**src/rtl/memstage_if.sv**
```systemverilog
// Bexkat1 memory-stage bus interface.
// Single-outstanding classic bus cycle: cyc/stb/we/adr/sel/data, ack/err.
interface memstage_if;
   logic        cyc;
   logic        stb;
   logic        we;
   logic [31:0] adr;
   logic [3:0]  sel;
   logic [31:0] dat_w;
   logic [31:0] dat_r;
   logic        ack;
   logic        err;

   modport master (
      output cyc, stb, we, adr, sel, dat_w,
      input  dat_r, ack, err
   );

   modport slave (
      input  cyc, stb, we, adr, sel, dat_w,
      output dat_r, ack, err
   );
endinterface

```
**src/rtl/memstage.sv**
```systemverilog
// Bexkat1 pipeline memory stage: load/store/push/pop bus master.
// Instruction type is ir[63:60], op is ir[59:56].
module memstage #(
   parameter int TIMEOUT = 255
) (
   input  logic        clk_i,
   input  logic        rst_i,
   input  logic [63:0] ir_i,
   input  logic [31:0] pc_i,
   input  logic [31:0] result_i,
   input  logic [31:0] reg_data1_i,
   input  logic [1:0]  reg_write_i,
   input  logic [1:0]  sp_write_i,
   input  logic [31:0] sp_data_i,
   input  logic        exc_i,
   input  logic        stall_i,
   output logic        stall_o,
   output logic [63:0] ir_o,
   output logic [31:0] result_o,
   output logic [1:0]  reg_write_o,
   output logic [1:0]  sp_write_o,
   output logic [31:0] sp_data_o,
   output logic        fault_o,
   memstage_if.master  bus
);
   localparam logic [3:0] T_PUSH  = 4'd1;
   localparam logic [3:0] T_POP   = 4'd2;
   localparam logic [3:0] T_LOAD  = 4'd10;
   localparam logic [3:0] T_STORE = 4'd11;
   localparam int CW = $clog2(TIMEOUT + 1);

   typedef enum logic {S_IDLE, S_BUS} state_t;

   state_t        r_state;
   logic [CW-1:0] r_cnt;
   logic          r_rd;
   logic [63:0]   r_ir;
   logic [31:0]   r_result;
   logic [1:0]    r_regw;
   logic [1:0]    r_spw;
   logic [31:0]   r_spd;
   logic          r_fault;
   logic          r_cyc;
   logic          r_stb;
   logic          r_we;
   logic [31:0]   r_adr;
   logic [3:0]    r_sel;
   logic [31:0]   r_dat;

   logic [3:0]  w_type;
   logic [3:0]  w_op;
   logic        w_ld;
   logic        w_st;
   logic        w_push;
   logic        w_pop;
   logic        w_mem;
   logic        w_we;
   logic [1:0]  w_size;
   logic [31:0] w_adr;
   logic [31:0] w_dat;
   logic [3:0]  w_sel;
   logic        w_mis;
   logic [31:0] w_ldat;

   assign w_type = ir_i[63:60];
   assign w_op   = ir_i[59:56];
   // exception push overrides whatever the instruction was
   assign w_push = exc_i || (w_type == T_PUSH);
   assign w_pop  = !exc_i && (w_type == T_POP);
   assign w_ld   = !exc_i && (w_type == T_LOAD);
   assign w_st   = !exc_i && (w_type == T_STORE);
   assign w_mem  = w_push || w_pop || w_ld || w_st;
   assign w_we   = w_st || w_push;

   always_comb begin
      w_size = 2'd0;
      w_adr  = result_i;
      w_dat  = reg_data1_i;
      unique case (1'b1)
         w_push: begin
            w_adr = sp_data_i;
            if (exc_i || (w_op != 4'd0))
               w_dat = pc_i;
         end
         w_pop: w_adr = sp_data_i - 32'd4;
         w_ld, w_st: begin
            w_size = (w_op[1:0] == 2'd3) ? 2'd0 : w_op[1:0];
            unique case (w_op[1:0])
               2'd1:    w_dat = {2{reg_data1_i[15:0]}};
               2'd2:    w_dat = {4{reg_data1_i[7:0]}};
               default: w_dat = reg_data1_i;
            endcase
         end
         default: ;
      endcase
   end

   // size: 0 word, 1 halfword, 2 byte; lanes are big-endian
   always_comb begin
      w_sel = 4'b1111;
      w_mis = 1'b0;
      unique case (w_size)
         2'd1: begin
            w_sel = w_adr[1] ? 4'b0011 : 4'b1100;
            w_mis = w_adr[0];
         end
         2'd2:    w_sel = 4'b1000 >> w_adr[1:0];
         default: w_mis = (w_adr[1:0] != 2'b00);
      endcase
   end

   always_comb begin
      w_ldat = bus.dat_r;
      case (r_sel)
         4'b1000: w_ldat = {24'd0, bus.dat_r[31:24]};
         4'b0100: w_ldat = {24'd0, bus.dat_r[23:16]};
         4'b0010: w_ldat = {24'd0, bus.dat_r[15:8]};
         4'b0001: w_ldat = {24'd0, bus.dat_r[7:0]};
         4'b1100: w_ldat = {16'd0, bus.dat_r[31:16]};
         4'b0011: w_ldat = {16'd0, bus.dat_r[15:0]};
         default: w_ldat = bus.dat_r;
      endcase
   end

   always_ff @(posedge clk_i) begin
      if (rst_i) begin
         r_state  <= S_IDLE;
         r_cnt    <= '0;
         r_rd     <= 1'b0;
         r_ir     <= '0;
         r_result <= '0;
         r_regw   <= '0;
         r_spw    <= '0;
         r_spd    <= '0;
         r_fault  <= 1'b0;
         r_cyc    <= 1'b0;
         r_stb    <= 1'b0;
         r_we     <= 1'b0;
         r_adr    <= '0;
         r_sel    <= '0;
         r_dat    <= '0;
      end else begin
         r_fault <= 1'b0;
         unique case (r_state)
            S_IDLE: begin
               if (!stall_i) begin
                  r_ir     <= ir_i;
                  r_result <= result_i;
                  r_regw   <= reg_write_i;
                  r_spw    <= sp_write_i;
                  r_spd    <= sp_data_i;
                  if (w_mem && w_mis) begin
                     r_fault <= 1'b1;
                     r_regw  <= '0;
                     r_spw   <= '0;
                  end else if (w_mem) begin
                     r_state <= S_BUS;
                     r_cnt   <= '0;
                     r_cyc   <= 1'b1;
                     r_stb   <= 1'b1;
                     r_we    <= w_we;
                     r_adr   <= w_adr;
                     r_sel   <= w_sel;
                     r_dat   <= w_dat;
                     r_rd    <= w_ld || w_pop;
                  end
               end
            end
            S_BUS: begin
               if (bus.err || (r_cnt == CW'(TIMEOUT))) begin
                  r_state <= S_IDLE;
                  r_cyc   <= 1'b0;
                  r_stb   <= 1'b0;
                  r_fault <= 1'b1;
                  r_regw  <= '0;
                  r_spw   <= '0;
               end else if (bus.ack) begin
                  r_state <= S_IDLE;
                  r_cyc   <= 1'b0;
                  r_stb   <= 1'b0;
                  if (r_rd)
                     r_result <= w_ldat;
               end else begin
                  r_cnt <= r_cnt + 1'b1;
               end
            end
            default: r_state <= S_IDLE;
         endcase
      end
   end

   assign stall_o     = ((r_state == S_BUS) && !bus.ack) || stall_i;
   assign ir_o        = r_ir;
   assign result_o    = r_result;
   assign reg_write_o = r_regw;
   assign sp_write_o  = r_spw;
   assign sp_data_o   = r_spd;
   assign fault_o     = r_fault;
   assign bus.cyc     = r_cyc;
   assign bus.stb     = r_stb;
   assign bus.we      = r_we;
   assign bus.adr     = r_adr;
   assign bus.sel     = r_sel;
   assign bus.dat_w   = r_dat;
endmodule

```
**src/flat_wrapper.sv**
```systemverilog
// flat-port wrapper written by rule: the top's interface ports become plain ports
module memstage_flat 
#(
   parameter int TIMEOUT = 255
)
  (clk_i, rst_i, ir_i, pc_i, result_i, reg_data1_i, reg_write_i, sp_write_i, sp_data_i, exc_i, stall_i, stall_o, ir_o, result_o, reg_write_o, sp_write_o, sp_data_o, fault_o, bus_cyc, bus_stb, bus_we, bus_adr, bus_sel, bus_dat_w, bus_dat_r, bus_ack, bus_err);
  memstage_if bus_i ();
  input  logic clk_i;
  input  logic rst_i;
  input  logic [63:0] ir_i;
  input  logic [31:0] pc_i;
  input  logic [31:0] result_i;
  input  logic [31:0] reg_data1_i;
  input  logic [1:0] reg_write_i;
  input  logic [1:0] sp_write_i;
  input  logic [31:0] sp_data_i;
  input  logic exc_i;
  input  logic stall_i;
  output logic stall_o;
  output logic [63:0] ir_o;
  output logic [31:0] result_o;
  output logic [1:0] reg_write_o;
  output logic [1:0] sp_write_o;
  output logic [31:0] sp_data_o;
  output logic fault_o;
  output wire logic [$bits(bus_i.cyc)-1:0] bus_cyc;
  output wire logic [$bits(bus_i.stb)-1:0] bus_stb;
  output wire logic [$bits(bus_i.we)-1:0] bus_we;
  output wire logic [$bits(bus_i.adr)-1:0] bus_adr;
  output wire logic [$bits(bus_i.sel)-1:0] bus_sel;
  output wire logic [$bits(bus_i.dat_w)-1:0] bus_dat_w;
  input wire logic [$bits(bus_i.dat_r)-1:0] bus_dat_r;
  input wire logic [$bits(bus_i.ack)-1:0] bus_ack;
  input wire logic [$bits(bus_i.err)-1:0] bus_err;
  assign bus_cyc = bus_i.cyc;
  assign bus_stb = bus_i.stb;
  assign bus_we = bus_i.we;
  assign bus_adr = bus_i.adr;
  assign bus_sel = bus_i.sel;
  assign bus_dat_w = bus_i.dat_w;
  assign bus_i.dat_r = bus_dat_r;
  assign bus_i.ack = bus_ack;
  assign bus_i.err = bus_err;
  memstage #(.TIMEOUT(TIMEOUT)) u_core (.clk_i(clk_i), .rst_i(rst_i), .ir_i(ir_i), .pc_i(pc_i), .result_i(result_i), .reg_data1_i(reg_data1_i), .reg_write_i(reg_write_i), .sp_write_i(sp_write_i), .sp_data_i(sp_data_i), .exc_i(exc_i), .stall_i(stall_i), .stall_o(stall_o), .ir_o(ir_o), .result_o(result_o), .reg_write_o(reg_write_o), .sp_write_o(sp_write_o), .sp_data_o(sp_data_o), .fault_o(fault_o), .bus(bus_i));
endmodule
```
**config.mk**
```make
export PLATFORM = sky130hd
export DESIGN_NAME = memstage_flat
export DESIGN_NICKNAME = d
export VERILOG_FILES = /design/src/rtl/memstage_if.sv /design/src/rtl/memstage.sv /design/src/flat_wrapper.sv
export SDC_FILE = /design/constraint.sdc
export NUM_CORES = 1
export LEC_CHECK = 0
export ABC_AREA = 1
export BUFFER_PORTS_ARGS = -buffer_cell sky130_fd_sc_hd__buf_2
export CORE_AREA = 3 3 169 171
export DETAILED_ROUTE_END_ITERATION = 6
export DIE_AREA = 0 0 172 174
export HOLD_SLACK_MARGIN = 0.12
export PLACE_DENSITY = 0.7
export SLEW_MARGIN = 15
export SYNTH_ARGS = -nofsm -noshare
export SYNTH_HDL_FRONTEND = slang
export SYNTH_SLANG_ARGS = --single-unit
```
**constraint.sdc**
```tcl
create_clock -name clk_i -period 2.3 [get_ports clk_i]
set_input_delay 0.46 -clock clk_i [delete_from_list [all_inputs] [get_ports clk_i]]
set_output_delay 0.46 -clock clk_i [all_outputs]
set_load 0.01 [all_outputs]
```
* Yosys cells after proc, flatten, opt, wreduce, memory -nomap -nowiden
Index checks and enable logic that the tools add are counted.
** Storage, ports and cells
- Bits in registers :: 213
- Input bits :: 234
** Operators by class
- $add $sub $neg :: 2
- Equality and inequality tests :: 25
- Shift-type cells :: 1
- Mux-type cells :: 44
- Bitwise logic cells :: 3
- Reduce and logical (&&, ||, !) cells :: 25
** Operators with widths (count)
- $pmux 32 s2 :: 4
- $pmux 32 s6 :: 1
- $mux 32 :: 5
- $mux 8 :: 5
- $sub 32x3->32 const B :: 1
- $eq 4x4->1 const B :: 4
- $pmux 8 s2 :: 1
- $mux 2 :: 7
- $ne 2x2->1 const B :: 7
- $mux 1 :: 13
- $eq 4x2->1 const B :: 3
- $reduce_and 4->1 :: 3
- $logic_or 1x1->1 :: 9
- $add 8x1->8 const B :: 1
- $eq 4x1->1 const B :: 2
- $eq 8x8->1 const B :: 1
- $pmux 1 s2 :: 4
- $pmux 2 s2 :: 2
- $pmux 4 s2 :: 1
- $eq 2x2->1 const B :: 3
- $logic_and 1x1->1 :: 5
- $reduce_and 5->1 :: 1
- $eq 2x1->1 const B :: 2
- $eq 4x3->1 const B :: 1
- other kinds (10) :: 14

* Longest topological paths before layout
Gate-level depths: netlist of run 1.
- Depth after elaboration :: 10
- Depth in mapped cells :: 16

* Worst setup path before layout of run 1
No wires, ideal clock.
- Kind :: input to register
- Start point :: in ir_i[56]
- End point :: reg u_core.r_adr[2] (netlist: u_core.bus.adr[2])
- Setup time :: 0.132 ns
- Arrival :: 2.066 ns
- Data required time :: 2.168 ns
- Path slack :: 0.101 ns
- Cell stages on the path :: 13
- Buffers on the path :: 3
- Cell sequence :: inv_1 > ha_1 > clkbuf_1 > nand2_1 > ha_1 > inv_1 > nand2_1 > nand2_2 > nand3_4 > buf_6 > buf_2 > nand2_1 > a21oi_1
** Between the ends
- Word-level cells in the longest chain between the ends :: 8
- Elaborated cells between the ends (all ways) :: 9
** Ends and longest elaborated chain
- start: declaration :: line flat_wrapper.sv:10 : input logic [63:0] ir_i;
- $eq 2x2->1 :: line memstage.sv:87 : w_size = (w_op[1:0] == 2'd3) ? 2'd0 : w_op[1:0];
- $mux 2 * :: line memstage.sv:87
- $mux 2 * :: line memstage.sv:79 : unique case (1'b1)
- $eq 2x2->1 or $eq 2x1->1 (tied branches) :: line memstage.sv:102 : unique case (w_size)
- $pmux 1 s2 * :: line memstage.sv:102
- $logic_and 1x1->1 * :: line memstage.sv:152 : if (w_mem && w_mis) begin
- $not 1->1 (no line) *
- $reduce_and 4->1 (no line) *
- end signal: assignment :: line memstage.sv:162 : r_adr <= w_adr;
- end: declaration :: line memstage.sv:46 : logic [31:0] r_adr;
Every way passes the cells marked *; elsewhere a longest branch is shown, timed or not.
A chain may end at the register's enable or synchronous reset.

* Worst setup path in the final report of run 1
- Start point :: reg u_core.r_cnt[0]
- End point :: reg u_core.r_result[3] (netlist: u_core.result_o[3])
** Between the ends
- Word-level cells in the longest chain between the ends :: 4
** Ends and longest elaborated chain
- start: declaration :: line memstage.sv:35 : logic [CW-1:0] r_cnt;
- start signal: assignment :: line memstage.sv:184 : r_cnt <= r_cnt + 1'b1;
- $eq 8x8->1 :: line memstage.sv:170 : if (bus.err || (r_cnt == CW'(TIMEOUT))) begin
- $logic_or 1x1->1 :: line memstage.sv:170
- $ne 2x2->1 (no line)
- $reduce_and 4->1 (no line)
- end signal: assignment :: line memstage.sv:148 : r_result <= result_i;
- end signal: assignment :: line memstage.sv:182 : r_result <= w_ldat;
- end: declaration :: line memstage.sv:38 : logic [31:0] r_result;
No other way between the ends.

==> results of run 1 <==
==> worst max-delay path by stage <==
stage	start	endpoint
CTS	u_core.r_cnt[0]	u_core.result_o[10]
global route	u_core.r_cnt[0]	u_core.result_o[6]
global placement	ir_i[57]	u_core.bus.adr[31]
finish	u_core.r_cnt[0]	u_core.result_o[3]
detailed placement	ir_i[57]	u_core.bus.adr[31]
floorplan	ir_i[56]	u_core.bus.adr[2]
==> layout make-up <==
cell class	instances	area (um2)	area share, %
Antenna cell	1	2.502	0.01733
Timing Repair Buffer	508	2905	20.12
Clock buffer	36	747.0	5.174
Tap cell	341	426.7	2.955
Clock inverter	9	156.4	1.083
Multi-Input combinational cell	1157	5503	38.11
Inverter	115	432.9	2.999
Sequential cell	213	4264	29.53
==> power by group through the flow <==
stage          logic [mW]  clock network (mW)  registers, mW
2_1_floorplan       0.800                   0           4.21
3_3_place_gp         1.82                   0           4.11
3_5_place_dp         1.83                   0           4.12
4_1_cts              1.84                4.43           4.04
5_1_grt              2.02                4.58           4.06
6_report             1.85                4.33           4.04
==> cell usage after synthesis, drive strengths merged <==
master  instances  area share [%]
nand3         102             5.1
a21oi         144             6.8
xor2            6            0.50
a31oi          18             1.1
a211oi          3            0.21
a22oi          12            0.85
clkbuf         78             2.8
o21ai         210             9.9
o22ai           4            0.24
o32ai           5            0.41
dfxtp         213              40
nor2          251             9.0
o221ai         32             2.6
ha              7            0.83
buf            26             1.3
xnor2           1           0.083
nor3           11            0.52
o211ai          8            0.57
nand2         320              11
clkinv          2           0.071
inv           113             4.0
o31ai           9            0.64
nand4          11            0.65
or2             3            0.18
==> sequential cells by signal (all words and copies together), names as in the netlist <==
name,cells
u_core.bus.adr,32
u_core.bus.dat_w,32
u_core.bus.cyc,1
u_core.ir_o,64
u_core.sp_write_o,2
u_core.bus.sel,4
u_core.sp_data_o,32
u_core.bus.we,1
u_core.result_o,32
u_core.fault_o,1
u_core.reg_write_o,2
u_core.r_cnt,8
u_core.r_rd,1
u_core.r_state,1
==> logic make-up (layout without fill, tap and decap cells) <==
group                    Yosys count  after routing
AO/OA/AOI/OAI                    445            445
flip-flops                       213            213
buffers and inverters            219            668
AND/OR/NAND/NOR                  698            698
adder cells (fa/ha/maj)            7              7
XOR/XNOR                           7              7
other                              0              1
==> cells in the final DEF, fill, tap and decap left out, types with 3 or more instances in the layout <==
| master | Yosys | layout |
|---|---|---|
| buf_4 | 4 | 55 |
| clkbuf_1 | 78 | 3 |
| buf_12 | 0 | 15 |
| a22oi_1 | 12 | 12 |
| clkbuf_16 | 0 | 25 |
| xor2_1 | 6 | 6 |
| o22ai_1 | 4 | 4 |
| o21ai_0 | 202 | 202 |
| nor2_1 | 248 | 247 |
| o21ai_1 | 7 | 7 |
| a31oi_1 | 18 | 18 |
| nand2_1 | 314 | 314 |
| nand4_1 | 11 | 11 |
| clkbuf_8 | 0 | 8 |
| o211ai_1 | 8 | 8 |
| ha_1 | 7 | 7 |
| o32ai_1 | 5 | 5 |
| o221ai_1 | 32 | 32 |
| a211oi_1 | 3 | 3 |
| or2_2 | 3 | 3 |
| inv_1 | 111 | 110 |
| a21oi_1 | 144 | 144 |
| nor3_1 | 11 | 9 |
| nand3_1 | 98 | 98 |
| o31ai_1 | 9 | 9 |
| bufinv_16 | 0 | 4 |
| buf_2 | 15 | 438 |
| nand2_2 | 6 | 6 |
| dfxtp_1 | 213 | 213 |
| clkinv_2 | 0 | 3 |
==> routing by layer <==
| metal | wire length (um) | part of all wire (%) |
|---|---|---|
| met3 | 4204 | 9.1 |
| met1 | 17300 | 37 |
| met4 | 3050 | 6.6 |
| met2 | 21890 | 47 |
| met5 | 7 | 0.015 |
==> worst max-delay path: stages (launching register included) <==
cell	delay [ps]
dfxtp_1	330
ha_1	220
nand2_1	70
inv_1	60
nand2_1	100
nor3_2	60
a21oi_1	200
nor2_1	110
nor3_2	180
buf_4	360
nand3_1	130
a21oi_1	140
==> per-stage QoR <==
step	cell area [um2]	hold WS (ps)	power (mW)	setup WS (ps)	util [%]
after CTS	14430	130.1	10.30	197.9	53.39
after global routing	14440	143.1	10.66	41.46	53.41
after floorplan	10610	453.9	5.011	101.4	-
after global placement	13530	446.0	5.931	-50.28	50.05
after detailed placement	13530	450.9	5.942	-88.81	50.05
final	14440	147.5	10.23	251.5	53.42
==> flow_metrics.py, run 1 <==
metrics = {
    "power_and_ir_drop": {
        "sequentialPowerShare_pct": 39.5,
        "p_switching_mw": 2.914,
        "peakVddDrop_uv": 490.1,
        "p_int_mw": 7.313,
        "sw_frac_of_total_pct": 28.49,
        "power.share.clock_pct": 42.4,
        "p_per_area_nw_per_um2": 708.4,
        "p_leak_nw": 6.962,
        "power.share.combinational_pct": 18.1,
    },
    "floorplanning": {
        "ios": 439,
        "core_um2": 27030,
        "dieHeight_um": 174,
        "die_area_um2": 29930,
        "initial_core_util_pct": 39.27,
        "die_x_um": 172,
        "rows": 60,
    },
    "sta": {
        "min_period_over_period_pct": 89.06,
        "fin_crit_ps": 2048,
        "worstMarginPinSlew_ps": 920.2,
        "setup_viol": 0,
        "rsz0062_at_grt": "no",
        "hold_violations": 0,
        "slew_headroom_pct": 38.65,
        "finClkSkew_ps": 20.67,
        "tns_ps": 0,
        "drv_slew": 0,
        "fmax_mhz": 488.2,
    },
    "clock_network": {
        "cts_root_buf": "clkbuf_16",
        "postCtsSetupBuffers": 0,
        "cts.path.max_buffers": 3,
        "insertion_delay_ps": 530,
        "post_cts_resized": 0,
        "cts_hold_buf": 0,
        "numCtsBuffers": 25,
        "clk_pin_slew_ps": 60,
        "tritoncts": "built",
        "h-tree-depth": 1,
        "numClockSinks": 213,
    },
    "placement": {
        "globalplace.congestion": 0.9733,
        "dp.cells": 2334,
        "dp_hpwl_mm": 35.61,
        "port_buffers": 438,
    },
    "route": {
        "wire_per_inst_um": 19.52,
        "ant_nets": 0,
        "drt_pre_antenna_iters": 7,
        "drc": 10,
        "drtIter0Drc": 1346,
        "wirelength_mm": 46.45,
        "vias_per_cell": 5.403,
        "vias": 12860,
    },
    "hold_path": {
        "holdPathEnd": "u_core.ir_o[42]",
        "hp-start": "ir_i[42]",
        "hold_path_class": "in -> reg",
        "worstHoldPathCells": 3,
    },
    "finish": {
        "fillCellCount": 2714,
        "final_net_count": 2261,
        "fin_cells": 2380,
        "area_growth_syn_to_layout_pct": 36.04,
        "layout-drive-gt1-share_pct": 28.12,
    },
    "setup_path": {
        "reg2reg_depth": 11,
        "cp_max_fo": 32,
        "critPathKind": "reg -> reg",
        "r2r_slack_ps": 250,
        "rr_endpoint": "u_core.result_o[3]",
        "worstSetupEndpointType": "flip-flop",
        "worstPathRequired_ps": 2760,
        "critPathArrivalTime_ps": 2500,
        "start_kind": "flip-flop",
        "r2r-start": "u_core.r_cnt[0]",
    },
    "synth": {
        "synth_compound_area_share_pct": 23.34,
        "synth_adder_area_share_pct": 0.8253,
        "synthSimpleGateAreaFrac_pct": 26.94,
        "synth_nets": 1830,
        "synthMuxAreaShare_pct": 0,
        "yosysSeqAreaShare_pct": 40.18,
        "synth-xor-area-share_pct": 0.5777,
        "synth_cells": 1589,
        "synth_area_per_cell_um2": 6.679,
        "synth_top_family_by_area": "simple AND/OR/NAND/NOR gates",
        "ys_ff_latch": 213,
        "syn_area_um2": 10610,
        "synth-warning-count": 0,
        "synth_cell_types": 35,
    },
    "run_status": {
        "outcome": "complete, but fails checks",
        "violations": "DRC",
    },
    "global_route": {
        "use_met2_pct": 49.40,
        "grt_max_degree": 120,
        "first_global_vias": 12160,
        "grtUsageTotal_pct": 29.34,
        "grt_first_pass_wirelength_mm": 69.26,
        "met3_usage_pct": 6.618,
        "antenna_found_initial": 1,
        "grt_util_met1_pct": 34.23,
        "grt.busiest_layer": "met2",
        "overflow": 0,
    },
    "job": {
        "drv_cap": 0,
    },
}
No activity file was read; power rests on OpenSTA's default activity.
==> inputs of run 2 (changes only) <==
--- a/config.mk
+++ b/config.mk
@@ -11,7 +11,7 @@
 export DETAILED_ROUTE_END_ITERATION = 6
 export DIE_AREA = 0 0 172 174
 export HOLD_SLACK_MARGIN = 0.12
-export PLACE_DENSITY = 0.7
+export PLACE_DENSITY = 0.71
 export SLEW_MARGIN = 15
 export SYNTH_ARGS = -nofsm -noshare
 export SYNTH_HDL_FRONTEND = slang
==> run 2 against run 1 <==
  * The flow now finishes without violations
  * Routed wire length grew 0.93%
  * Worst hold slack gained 9.6 ps
  * Cell count is essentially flat
  * Total power shrank 1.2%
  * Via count is essentially flat
  * Critical path depth shrank 7
  * Clock skew shrank 11 ps
  * Sequential power is essentially flat
  * Clock power shrank 2%
  * Core utilization shrank 0.29 points
  * First-iteration DRC count shrank 15%
  * Sequential share of layout area grew 0.16 points
  * Critical path type is now reg -> out
==> flow_metrics.py, run 2 (synthesis results as in run 1) <==
metrics = {
    "route": {
        "ant_nets": 0,
        "vias_per_cell": 5.400,
        "wirelength_mm": 46.89,
        "drtIter0Drc": 1142,
        "wire_per_inst_um": 19.68,
        "drc": 0,
        "vias": 12860,
        "drt_pre_antenna_iters": 6,
    },
    "sta": {
        "hold_violations": 0,
        "drv_slew": 0,
        "fin_crit_ps": 2200,
        "finClkSkew_ps": 9.812,
        "setup_viol": 0,
        "min_period_over_period_pct": 95.66,
        "worstMarginPinSlew_ps": 868.3,
        "timing.final.ws_setup_ps": 99.72,
        "slew_headroom_pct": 42.11,
        "whs_ps": 157.0,
        "rsz0062_at_grt": "no",
        "fmax_mhz": 454.5,
    },
    "placement": {
        "place_ws_ps": -37.58,
        "globalplace.congestion": 0.9644,
        "dp.cells": 2334,
        "placed_area_um2": 13460,
        "port_buffers": 438,
        "dp_hpwl_mm": 35.86,
    },
    "job": {
        "drv_cap": 0,
    },
    "power_and_ir_drop": {
        "p_per_area_nw_per_um2": 703.9,
        "peakVddDrop_uv": 467.8,
        "p_leak_nw": 6.913,
        "power.total_mw": 10.11,
    },
    "finish": {
        "fin_cells": 2382,
        "final_net_count": 2262,
        "multiInputGateArea_um2": 5505,
        "layout_common_cells": "438 x buf_2, 314 x nand2_1, 246 x nor2_1, 213 x dfxtp_1, 202 x o21ai_0",
        "stdcell_area_um2": 14360,
        "final_common_cell": "buf_2",
        "area_growth_syn_to_layout_pct": 35.31,
        "fillCellCount": 2687,
        "largest_reg_flops": 64,
        "regArea_um2": 4264,
        "layout-drive-gt1-share_pct": 28.10,
    },
    "clock_network": {
        "numClockSinks": 213,
        "cts.path.max_buffers": 3,
        "cts_hold_buf": 0,
        "tritoncts": "built",
        "insertion_delay_ps": 530,
        "numCtsBuffers": 26,
        "h-tree-depth": 1,
        "postCtsSetupBuffers": 0,
        "clk_pin_slew_ps": 60,
        "cts_root_buf": "clkbuf_16",
    },
    "global_route": {
        "antenna_found_initial": 5,
        "grt_first_pass_wirelength_mm": 69.97,
        "grtUsageTotal_pct": 29.75,
        "grt_max_degree": 122,
        "first_global_vias": 12480,
        "overflow": 0,
    },
    "floorplanning": {
        "initial_core_util_pct": 39.27,
        "dieHeight_um": 174,
        "core_um2": 27030,
        "rows": 60,
        "die_area_um2": 29930,
        "die_x_um": 172,
        "ios": 439,
    },
    "setup_path": {
        "critPathKind": "reg -> out",
        "slowest_stage": "dfxtp_1",
        "path_cells": "inv_1, nor2_1, or2_2, buf_2",
        "critPathArrivalTime_ps": 1740,
        "worstPathRequired_ps": 1840,
        "max_stage_delay_ps": 340,
        "cp_max_fo": 13,
        "worstSetupEndpointType": "output pin",
        "start_kind": "flip-flop",
    },
    "hold_path": {
        "hold_path_class": "in -> reg",
    },
    "run_status": {
        "outcome": "completed",
    },
}
## run 2: worst paths after layout
path / cells after the start / slack [ps] / endpoint / from
min reg2reg: 2 / 460 / u_core.bus.adr[3] / u_core.bus.adr[3]
max: 4 / 100 / stall_o / u_core.r_state
min: 3 / 160 / u_core.ir_o[2] / ir_i[2]
max reg2reg: 11 / 260 / u_core.result_o[2] / u_core.r_cnt[0]
## run 2: report_power, final
part	total, mW	switching [mW]	internal, mW	leakage (nW)
Clock	4.23	1.65	2.58	0.425
Sequential	4.05	0.125	3.92	1.75
Combinational	1.83	1.15	0.678	4.74
Total	10.1	2.93	7.18	6.91
## run 2: layout make-up
| type | instances | area share [%] |
|---|---|---|
| timing repair buffer | 508 | 19.80 |
| antenna | 2 | 0.03485 |
| sequential | 213 | 29.69 |
| tap | 341 | 2.971 |
| multi-input combinational | 1157 | 38.34 |
| inverter | 115 | 3.015 |
| clock buffer | 35 | 5.123 |
| clock inverter | 11 | 1.028 |
## run 2: stage by stage
step	TNS [ps]	util (%)
floorplan	0	-
global placement	-30.94	49.82
detailed placement	-572.7	49.82
CTS	0	53.09
global route	0	53.13
finish	0	53.13
## run 2: what timing repair did
action / 4_1_cts / 5_1_grt
hold endpoints to repair: 0 / 0
endpoints found under the setup margin: 0 / 33
gates resized for setup: 0 / 2
## run 2: per-layer routing
metal	global-route usage [%]	part of all wire, %
met5	0	0.047
met4	17.37	6.4
met3	6.686	8.5
met2	50.34	48
met1	34.11	37
## run 2: critical path: cells and delay by family, from the launching register on
| family | cells | cell delay (ps) |
|---|---|---|
| buf+inv | 2 | 470 |
| simple gates | 2 | 400 |
| flops | 1 | 340 |
